===== src/rtl/wb_master.sv =====
// wb_master: Wishbone B4 classic-cycle initiator.
// Bridges a valid/ready core request onto the Wishbone bus. Handles single
// reads/writes and incrementing read bursts of up to 4 beats (CTI tagged).
// Emits one response pulse per beat. A per-beat timeout turns a hung slave
// into an error response.
module wb_master #(
    parameter int TIMEOUT_CYCLES = 255
) (
    input  logic        i_clk,
    input  logic        i_rst,
    input  logic        i_req_valid,
    output logic        o_req_ready,
    input  logic        i_req_we,
    input  logic [31:0] i_req_addr,
    input  logic [31:0] i_req_wdata,
    input  logic [3:0]  i_req_be,
    input  logic [1:0]  i_req_len,
    output logic        o_rsp_valid,
    output logic [31:0] o_rsp_data,
    output logic        o_rsp_err,
    output logic        o_rsp_last,
    output logic        o_wb_cyc,
    output logic        o_wb_stb,
    output logic        o_wb_we,
    output logic [31:0] o_wb_addr,
    output logic [31:0] o_wb_data,
    output logic [3:0]  o_wb_sel,
    output logic [2:0]  o_wb_cti,
    input  logic        i_wb_ack,
    input  logic        i_wb_err,
    input  logic [31:0] i_wb_data
);

    localparam logic [0:0]  S_IDLE      = 1'b0;
    localparam logic [0:0]  S_ACTIVE    = 1'b1;
    localparam logic [2:0]  CTI_CLASSIC = 3'b000;
    localparam logic [2:0]  CTI_INCR    = 3'b010;
    localparam logic [2:0]  CTI_END     = 3'b111;
    // Counter value seen in the final allowed stb cycle of a beat.
    localparam logic [15:0] TMO_LAST    = 16'(TIMEOUT_CYCLES - 1);

    logic [0:0]  r_state;
    logic        r_cyc;
    logic        r_stb;
    logic        r_we;
    logic [31:0] r_addr;
    logic [31:0] r_data;
    logic [3:0]  r_sel;
    logic [2:0]  r_cti;
    logic [2:0]  r_beats;      // beats remaining, including the one on the bus
    logic [15:0] r_tmo;
    logic        r_rsp_valid;
    logic [31:0] r_rsp_data;
    logic        r_rsp_err;
    logic        r_rsp_last;

    logic [2:0]  w_beats_new;
    logic        w_abort;

    // Writes are always a single beat; reads carry len+1 beats.
    assign w_beats_new = i_req_we ? 3'd1 : ({1'b0, i_req_len} + 3'd1);
    // Slave error wins over ack; a timeout only fires if the final allowed
    // cycle did not bring an ack.
    assign w_abort     = i_wb_err || (!i_wb_ack && (r_tmo == TMO_LAST));

    assign o_req_ready = (r_state == S_IDLE);
    assign o_rsp_valid = r_rsp_valid;
    assign o_rsp_data  = r_rsp_data;
    assign o_rsp_err   = r_rsp_err;
    assign o_rsp_last  = r_rsp_last;
    assign o_wb_cyc    = r_cyc;
    assign o_wb_stb    = r_stb;
    assign o_wb_we     = r_we;
    assign o_wb_addr   = r_addr;
    assign o_wb_data   = r_data;
    assign o_wb_sel    = r_sel;
    assign o_wb_cti    = r_cti;

    // Request acceptance, beat sequencing, termination and response generation.
    always_ff @(posedge i_clk) begin
        if (i_rst) begin
            r_state     <= S_IDLE;
            r_cyc       <= 1'b0;
            r_stb       <= 1'b0;
            r_we        <= 1'b0;
            r_addr      <= 32'h0;
            r_data      <= 32'h0;
            r_sel       <= 4'h0;
            r_cti       <= CTI_CLASSIC;
            r_beats     <= 3'd0;
            r_tmo       <= 16'h0;
            r_rsp_valid <= 1'b0;
            r_rsp_data  <= 32'h0;
            r_rsp_err   <= 1'b0;
            r_rsp_last  <= 1'b0;
        end else begin
            r_rsp_valid <= 1'b0;
            r_rsp_data  <= 32'h0;
            r_rsp_err   <= 1'b0;
            r_rsp_last  <= 1'b0;
            case (r_state)
                S_IDLE: begin
                    if (i_req_valid) begin
                        r_we    <= i_req_we;
                        r_addr  <= i_req_addr;
                        r_data  <= i_req_wdata;
                        r_sel   <= i_req_be;
                        r_beats <= w_beats_new;
                        r_cti   <= (w_beats_new == 3'd1) ? CTI_CLASSIC : CTI_INCR;
                        r_tmo   <= 16'h0;
                        r_cyc   <= 1'b1;
                        r_stb   <= 1'b1;
                        r_state <= S_ACTIVE;
                    end
                end
                default: begin
                    if (w_abort) begin
                        // Remaining beats of the request are discarded.
                        r_rsp_valid <= 1'b1;
                        r_rsp_err   <= 1'b1;
                        r_rsp_last  <= 1'b1;
                        r_cyc       <= 1'b0;
                        r_stb       <= 1'b0;
                        r_state     <= S_IDLE;
                    end else if (i_wb_ack) begin
                        r_rsp_valid <= 1'b1;
                        r_rsp_data  <= r_we ? 32'h0 : i_wb_data;
                        r_rsp_last  <= (r_beats == 3'd1);
                        if (r_beats == 3'd1) begin
                            r_cyc   <= 1'b0;
                            r_stb   <= 1'b0;
                            r_state <= S_IDLE;
                        end else begin
                            r_addr  <= r_addr + 32'd4;
                            r_beats <= r_beats - 3'd1;
                            r_tmo   <= 16'h0;
                            if (r_beats == 3'd2)
                                r_cti <= CTI_END;
                        end
                    end else begin
                        r_tmo <= r_tmo + 16'd1;
                    end
                end
            endcase
        end
    end

endmodule


===== config.mk =====
export PLATFORM = sky130hd
export DESIGN_NAME = wb_master
export DESIGN_NICKNAME = d
export VERILOG_FILES = /design/src/rtl/wb_master.sv
export SDC_FILE = /design/constraint.sdc
export NUM_CORES = 1
export LEC_CHECK = 0
export CAP_MARGIN = 0
export CORE_ASPECT_RATIO = 0.5
export CORE_MARGIN = 4
export CORE_UTILIZATION = 44
export CTS_BUF_LIST = sky130_fd_sc_hd__clkbuf_16
export CTS_CLUSTER_SIZE = 28
export DETAILED_ROUTE_END_ITERATION = 10
export PLACE_DENSITY = 0.81
export SLEW_MARGIN = 0
export SYNTH_ARGS = -nofsm -noshare
export SYNTH_HDL_FRONTEND = slang
export SYNTH_SLANG_ARGS = --single-unit
export TNS_END_PERCENT = 10

===== constraint.sdc =====
create_clock -name i_clk -period 2.3 [get_ports i_clk]
set_input_delay 0.345 -clock i_clk [delete_from_list [all_inputs] [get_ports i_clk]]
set_output_delay 0.345 -clock i_clk [all_outputs]
set_load 0.02 [all_outputs]

==> key figures, run 1 <==
Logic synthesis
  • Count of cell types in the netlist: 69
  • Mapped Avg Cell Area: 8.27 µm²
  • Cells after Synth: 671
  • Number of synthesis warnings: 0
  • Sequential cell area fraction in the yosys report: 45.8%
  • Area share of the leading cell type in the synthesized netlist: 45.8%
  • Net Count, Synth: 786
  • Number of enable flip-flop cells after synthesis: 0
  • Area leader, netlist: sky130_fd_sc_hd__dfxtp_1
  • Post-synth top flop: sky130_fd_sc_hd__dfxtp_1
  • Async SR Flop Fraction: 0%
  • Area contributors post-synth: sky130_fd_sc_hd__dfxtp_1, sky130_fd_sc_hd__nand2_1, sky130_fd_sc_hd__a21oi_1, sky130_fd_sc_hd__and2_1, sky130_fd_sc_hd__o21ai_0
  • Number of flip-flops and latches in the synthesized netlist: 127
  • Post-synthesis instance area: 5550 µm²

Worst setup path
  • Cell type of the slowest stage on the worst timing path: sky130_fd_sc_hd__or3_1
  • Maximum fanout encountered on the critical timing path: 8
  • Sort of element at the end of the critical path: register
  • Cells along the critical path: inv_1 -> ha_1 -> nor4b_1 -> and4_1 -> buf_4 -> or3_1 -> a31o_1 -> a31oi_1
  • Worst EP required: 2640 ps
  • CP bufs+invs: 2
  • Setup slack on the worst flop-to-flop path: 110 ps
  • Crit path max-delay family: simple AND/OR/NAND/NOR gates
  • CP Data Arrival Time: 2530 ps
  • Crit-path max cell delay: 510 ps
  • Critical setup path kind: reg2reg
  • Crit path launch type: register

Layout
  • Leading cell type in the layout, fill and taps excluded: sky130_fd_sc_hd__clkdlybuf4s50_1
  • Count of antenna diodes in the layout: 0
  • Growth of design area from synthesis to finish: 56.5%
  • Net count of the finished layout: 1026
  • Final cell count without fillers: 1089
  • Utilization after layout: 72.0%
  • Fraction of final layout cells sized beyond drive strength 1: 10.5%
  • Commonest non-fill, non-tap cells in the layout: sky130_fd_sc_hd__clkdlybuf4s50_1, sky130_fd_sc_hd__dfxtp_1, sky130_fd_sc_hd__nand2_1

GRT
  • Via count of the first global-routing pass: 5796
  • Global-route wire length before repair: 29300 µm
  • Total global-route track usage: 24.8%
  • Total congestion overflow: 0
  • Initial antenna violation count: 0
  • Maximum number of pins on one net before global-route repair: 43

Die
  • Starting density of the core: 46.0%
  • Total number of placement rows: 28
  • Core Box Area: 12100 µm²
  • Die width: 167 µm
  • Number of top-level design ports: 218
  • Die Outline Area: 14600 µm²
  • Y dimension of the die: 87.4 µm

Route
  • # DRC: 0
  • DRT Pass-1 Iters: 5
  • Per-cell routed wire length: 17.2 µm
  • Detailed Route Iter0 Violations: 476
  • Post-route antenna net violation count: 0
  • DR vias: 5950
  • Post-detailed-route via-to-cell ratio: 5.46
  • Total wire length: 18800 µm

Placement
  • Buffers added on ports: 217
  • DPL Wire Length: 13700 µm
  • Placer Congestion: 0.942
  • Cell count after placement: 1057

CTS
  • Largest buffer count on any clock path: 2
  • Clk Latency, worst-skew pair: 420 ps
  • Quantity of hold-fixing buffers added after cts: 0
  • Clock Sink Count: 127
  • Number of buffers inserted during clock tree synthesis: 17
  • Root Buffer: sky130_fd_sc_hd__clkbuf_16
  • Setup repair bufs after CTS: 0
  • CTS tree: done
  • Number of H-tree branching levels: 4
  • Gates resized, CTS repair: 1
  • Clock edge transition at the registers on the reported setup and hold paths: 70 ps

STA
  • Setup skew after layout: 12.9 ps
  • Max-Slew Margin vs Limit: 67.2%
  • Final clock period utilization by the worst path: 95.1%
  • Fmax: 457 MHz
  • Period minus WS final: 2190 ps
  • Final Setup Violations: 0
  • Endpoints failing hold: 0
  • Slew at the pin with the worst max-slew slack: 491 ps
  • Max-slew violation count: 0
  • Setup repair after global routing missed its margin: no

Power
  • Maximum vdd drop: 0.000385 V
  • Relative contribution of sequential cells to total power: 40.2%
  • P per Cell Area: 687 nW/µm²
  • Switching power: 1.72 mW
  • Part of the power in the clock network: 43.2%
  • Comb power frac: 16.5%
  • Total internal power: 4.24 mW
  • Static leakage: 3.34 nW
  • Net Sw Frac: 28.9%

Outcome
  • Status: finished clean

Run
  • Number of maximum-capacitance violations: 0

Worst hold path
  • Path class of the lowest-slack min-delay path: in2reg
[logic make-up (layout without fill, tap and decap cells)]
family,count (synthesis),after routing,share of synthesized area (%)
AND/OR/NAND/NOR,302,302,27.5
flip-flops,127,127,45.8
AO/OA/AOI/OAI,177,177,20.0
buffers and inverters,54,307,4.38
adder cells (fa/ha/maj),7,7,1.58
XOR/XNOR,1,1,0.158
multiplexers,3,3,0.541
[per-layer routing]
metal	wire (µm)	part of all wire (%)	global-route usage, %	vias up
met5	0	0	0	-
met1	8110	43	30.9	2734
met2	8980	48	43.8	303
li1	-	-	-	2873
met3	1330	7.1	4.76	40
met4	337	1.8	8.46	0
[power groups by stage]
stage,logic [mW],registers (mW),clock network [mW]
after floorplan,0.332,2.53,0
after global placement,0.957,2.44,0
after detailed placement,0.974,2.44,0
after CTS,0.982,2.40,2.60
after global routing,1.06,2.41,2.70
final,0.986,2.40,2.58
[cell type report]
type / count / area [µm²]
fillers: 953 / 3370
well taps: 165 / 206
clock inverters: 15 / 139
inverters: 11 / 41.3
repair buffers: 264 / 2540
clock buffers: 17 / 425
flip-flops and latches: 127 / 2540
multi-input cells: 490 / 2780
[synthesized netlist by cell type (all sizes together), types with 7 or more instances]
library cell / number
nand2: 120
dfxtp: 127
o31ai: 8
and4: 7
clkbuf: 25
inv: 11
a31oi: 11
ha: 7
or3: 9
nor2: 37
nor3: 16
and3: 13
a21oi: 77
nand3: 22
nor2b: 11
o21ai: 31
buf: 18
nand4: 12
and2: 34
[registers in the layout, summed over array words and instances, names as in the netlist]
signal and flops:
o_rsp_data 32, o_rsp_valid 1, r_beats 3, o_wb_cti 2
o_wb_we 1, o_wb_stb 1, o_rsp_last 1, o_wb_sel 4
o_rsp_err 1, o_wb_data 32, r_tmo 16, r_state 1
o_wb_addr 32
[through the flow]
stage,setup WS (ps),setup TNS (ps),power [mW],hold slack (ps),cell area [µm²]
6_report,113,0,5.96,250,8680
5_1_grt,22.6,0,6.17,278,8680
3_3_place_gp,29.7,0,3.40,436,8110
4_1_cts,147,0,5.98,253,8680
3_5_place_dp,-146,-531,3.42,446,8110
2_1_floorplan,270,0,2.87,429,5550
[worst paths after layout]
kind | to | from | cells past startpoint
max reg2reg | r_tmo[15] | r_tmo[0] | 8
min reg2reg | o_wb_data[26] | o_wb_data[26] | 2
min | o_wb_data[17] | i_rst | 2
max | r_tmo[15] | r_tmo[0] | 8
Power figures use the tool's default switching activity.
==> run 2, diff against run 1 <==
--- a/config.mk
+++ b/config.mk
@@ -17,4 +17,4 @@
 export SYNTH_ARGS = -nofsm -noshare
 export SYNTH_HDL_FRONTEND = slang
 export SYNTH_SLANG_ARGS = --single-unit
-export TNS_END_PERCENT = 10
+export TNS_END_PERCENT = 20
==> results of run 2 <==
Final layout, timing and power as in run 1 (identical DEF).
==> run 3, diff against run 2 <==
--- a/config.mk
+++ b/config.mk
@@ -6,13 +6,12 @@
 export NUM_CORES = 1
 export LEC_CHECK = 0
 export CAP_MARGIN = 0
-export CORE_ASPECT_RATIO = 0.5
 export CORE_MARGIN = 4
-export CORE_UTILIZATION = 44
+export CORE_UTILIZATION = 47
 export CTS_BUF_LIST = sky130_fd_sc_hd__clkbuf_16
 export CTS_CLUSTER_SIZE = 28
 export DETAILED_ROUTE_END_ITERATION = 10
-export PLACE_DENSITY = 0.81
+export PLACE_DENSITY = 0.86
 export SLEW_MARGIN = 0
 export SYNTH_ARGS = -nofsm -noshare
 export SYNTH_HDL_FRONTEND = slang
==> constraint.sdc (replaced) <==
create_clock -name i_clk -period 2.6 [get_ports i_clk]
set_input_delay 0.39 -clock i_clk [delete_from_list [all_inputs] [get_ports i_clk]]
set_output_delay 0.39 -clock i_clk [all_outputs]
set_load 0.02 [all_outputs]
==> key figures, run 3 (synthesized netlist as in run 1, its figures left out) <==
Outcome
  • Status: finished clean

Worst hold path
  • Worst hold start: i_rst
  • Hold Path Stages: 2 (unchanged)
  • Path class of the lowest-slack min-delay path: in2reg
  • Hold Path End: o_wb_data[19]

Layout
  • Commonest non-fill, non-tap cells in the layout: sky130_fd_sc_hd__clkdlybuf4s50_1, sky130_fd_sc_hd__dfxtp_1, sky130_fd_sc_hd__nand2_1
  • Net count of the finished layout: 1003 (-2.2%)
  • Utilization after layout: 74.2% (+2.1 points)
  • Leading cell type in the layout, fill and taps excluded: sky130_fd_sc_hd__clkdlybuf4s50_1
  • Count of fill cells added during filler insertion: 844 (-11%)
  • Growth of design area from synthesis to finish: 53.3%
  • Fraction of final layout cells sized beyond drive strength 1: 7.66% (-2.8 points)
  • Count of antenna diodes in the layout: 0 (unchanged)

Die
  • Die Outline Area: 13600 µm² (-6.7%)
  • Core Box Area: 11500 µm² (-4.8%)
  • Y dimension of the die: 117 µm (+33%)
  • Starting density of the core: 48.4% (+2.3 points)
  • Die width: 117 µm (-30%)
  • Total number of placement rows: 39 (+39%)
  • Number of top-level design ports: 218 (unchanged)

GRT
  • Global-route wire length before repair: 30000 µm (+2.2%)
  • Total global-route track usage: 27.8% (+3.1 points)
  • Via count of the first global-routing pass: 5995 (+3.4%)
  • Initial antenna violation count: 0 (unchanged)
  • Total congestion overflow: 0 (unchanged)
  • Maximum number of pins on one net before global-route repair: 65 (+51%)

Power
  • P per Cell Area: 632 nW/µm² (-7.9%)
  • Maximum vdd drop: 0.000486 V (+26%)
  • Static leakage: 3.23 nW (-3.1%)

STA
  • Accumulated negative setup slack: 0 ps (unchanged)
  • WHS: 365 ps (+115 ps)
  • Final clock period utilization by the worst path: 88.5% (-6.6 points)
  • Final setup slack of the worst path: 298 ps (+185 ps)
  • Setup skew after layout: 8.19 ps (-4.68 ps)
  • Fmax: 434 MHz (-5.0%)
  • Max-Slew Margin vs Limit: 48.3% (-19 points)
  • Period minus WS final: 2300 ps (+115 ps)
  • Final Setup Violations: 0 (unchanged)
  • Max-slew violation count: 0 (unchanged)
  • Setup repair after global routing missed its margin: no
  • Slew at the pin with the worst max-slew slack: 775 ps (+284 ps)
  • Endpoints failing hold: 0 (unchanged)

Worst setup path
  • End of the worst register-to-register path: o_wb_addr[20]
  • Depth of the worst register-to-register path: 6 (-2)
  • Setup slack on the worst flop-to-flop path: 300 ps (+190 ps)
  • Maximum fanout encountered on the critical timing path: 7 (-1)
  • Crit path launch type: register
  • Sort of element at the end of the critical path: register
  • Worst EP required: 2930 ps (+290 ps)
  • Startpoint of the worst register-to-register path: o_wb_addr[2]
  • CP Data Arrival Time: 2630 ps (+100 ps)
  • Critical setup path kind: reg2reg

Run
  • Number of maximum-capacitance violations: 0 (unchanged)

CTS
  • Clk Latency, worst-skew pair: 410 ps (about the same)
  • Gates resized, CTS repair: 0 (-1)
  • Setup repair bufs after CTS: 0 (unchanged)
  • Number of buffers inserted during clock tree synthesis: 17 (unchanged)
  • Largest buffer count on any clock path: 2 (unchanged)
  • Clock edge transition at the registers on the reported setup and hold paths: 60 ps (about the same)
  • Root Buffer: sky130_fd_sc_hd__clkbuf_16
  • CTS tree: done
  • Number of H-tree branching levels: 4 (unchanged)
  • Quantity of hold-fixing buffers added after cts: 0 (unchanged)
  • Clock Sink Count: 127 (unchanged)

Route
  • DRT Pass-1 Iters: 7 (+2)
  • Post-route antenna net violation count: 0 (unchanged)
  • Detailed Route Iter0 Violations: 586 (+23%)
  • Total wire length: 19200 µm (+2.5%)
  • DR vias: 6109 (+2.7%)
  • Post-detailed-route via-to-cell ratio: 5.85 (+7.1%)
  • Per-cell routed wire length: 18.4 µm (+6.9%)
  • # DRC: 0 (unchanged)

Placement
  • Placer Congestion: 0.905 (-3.9%)
  • Worst slack at placement: 45.6 ps (+192 ps)
  • Buffers added on ports: 217 (unchanged)
  • DPL Wire Length: 13800 µm (+0.10%)
[run 3: cell count changes in the layout (fill, tap and decap cells not counted), moves of 2 or more]
| cell | change |
|---|---|
| sky130_fd_sc_hd__inv_6 | -2 |
| sky130_fd_sc_hd__bufinv_16 | +3 |
| sky130_fd_sc_hd__clkinv_1 | +3 |
| sky130_fd_sc_hd__inv_8 | -6 |
| sky130_fd_sc_hd__buf_4 | -23 |
[run 3: worst max-delay path, cell delays in order (launching register included)]
cell and delay [ps]:
sky130_fd_sc_hd__dfxtp_1 460, sky130_fd_sc_hd__ha_1 240, sky130_fd_sc_hd__nand3_1 230, sky130_fd_sc_hd__nor4_1 590, sky130_fd_sc_hd__nand3_1 210, sky130_fd_sc_hd__o31a_1 300
sky130_fd_sc_hd__o22ai_1 190
[run 3: worst max-delay path by stage]
| stage | from | endpoint | cells after the start | slack [ps] |
|---|---|---|---|---|
| global placement | i_wb_ack | o_wb_addr[23] | 7 | 130 |
| floorplan | o_wb_addr[2] | o_wb_addr[28] | 6 | 570 |
| CTS | r_beats[0] | o_wb_addr[15] | 7 | 370 |
| finish | o_wb_addr[2] | o_wb_addr[20] | 6 | 300 |
| global route | r_beats[0] | o_wb_addr[15] | 7 | 180 |
| detailed placement | i_wb_ack | o_wb_addr[23] | 7 | 50 |
[run 3: final cells by class]
| cell class | instances | area (µm²) | share of cell area (%) |
|---|---|---|---|
| multi-input combinational | 490 | 2780 | 32.7 |
| clock buffer | 17 | 425 | 5.00 |
| timing repair buffer | 241 | 2370 | 27.9 |
| clock inverter | 15 | 168 | 1.97 |
| sequential | 127 | 2540 | 29.9 |
| inverter | 11 | 41.3 | 0.485 |
| tap | 143 | 179 | 2.10 |
[run 3: per-layer routing]
metal	share of wire, %	track usage [%]	vias to the layer above	routed length, µm
met1	38	32.7	2847	7370
li1	-	-	2820	-
met5	0	0	-	0
met2	49	48.2	376	9400
met4	3.3	12.1	0	631
met3	9.5	6.89	66	1820
[run 3: through the flow]
stage | total power [mW] | area, µm² | instances
3_3_place_gp | 2.98 | 7910 | 1012
4_1_cts | 5.38 | 8510 | 1044
6_report | 5.38 | 8510 | 1044
3_5_place_dp | 3.00 | 7910 | 1012
5_1_grt | 5.55 | 8510 | 1044
2_1_floorplan | 2.53 | 5550 | 671
[run 3: where the power goes]
part	leakage [nW]	switching, mW	internal (mW)
sequential	1.04	0.0889	2.04
combinational	1.92	0.427	0.424
clock	0.279	0.903	1.50
total	3.23	1.42	3.96
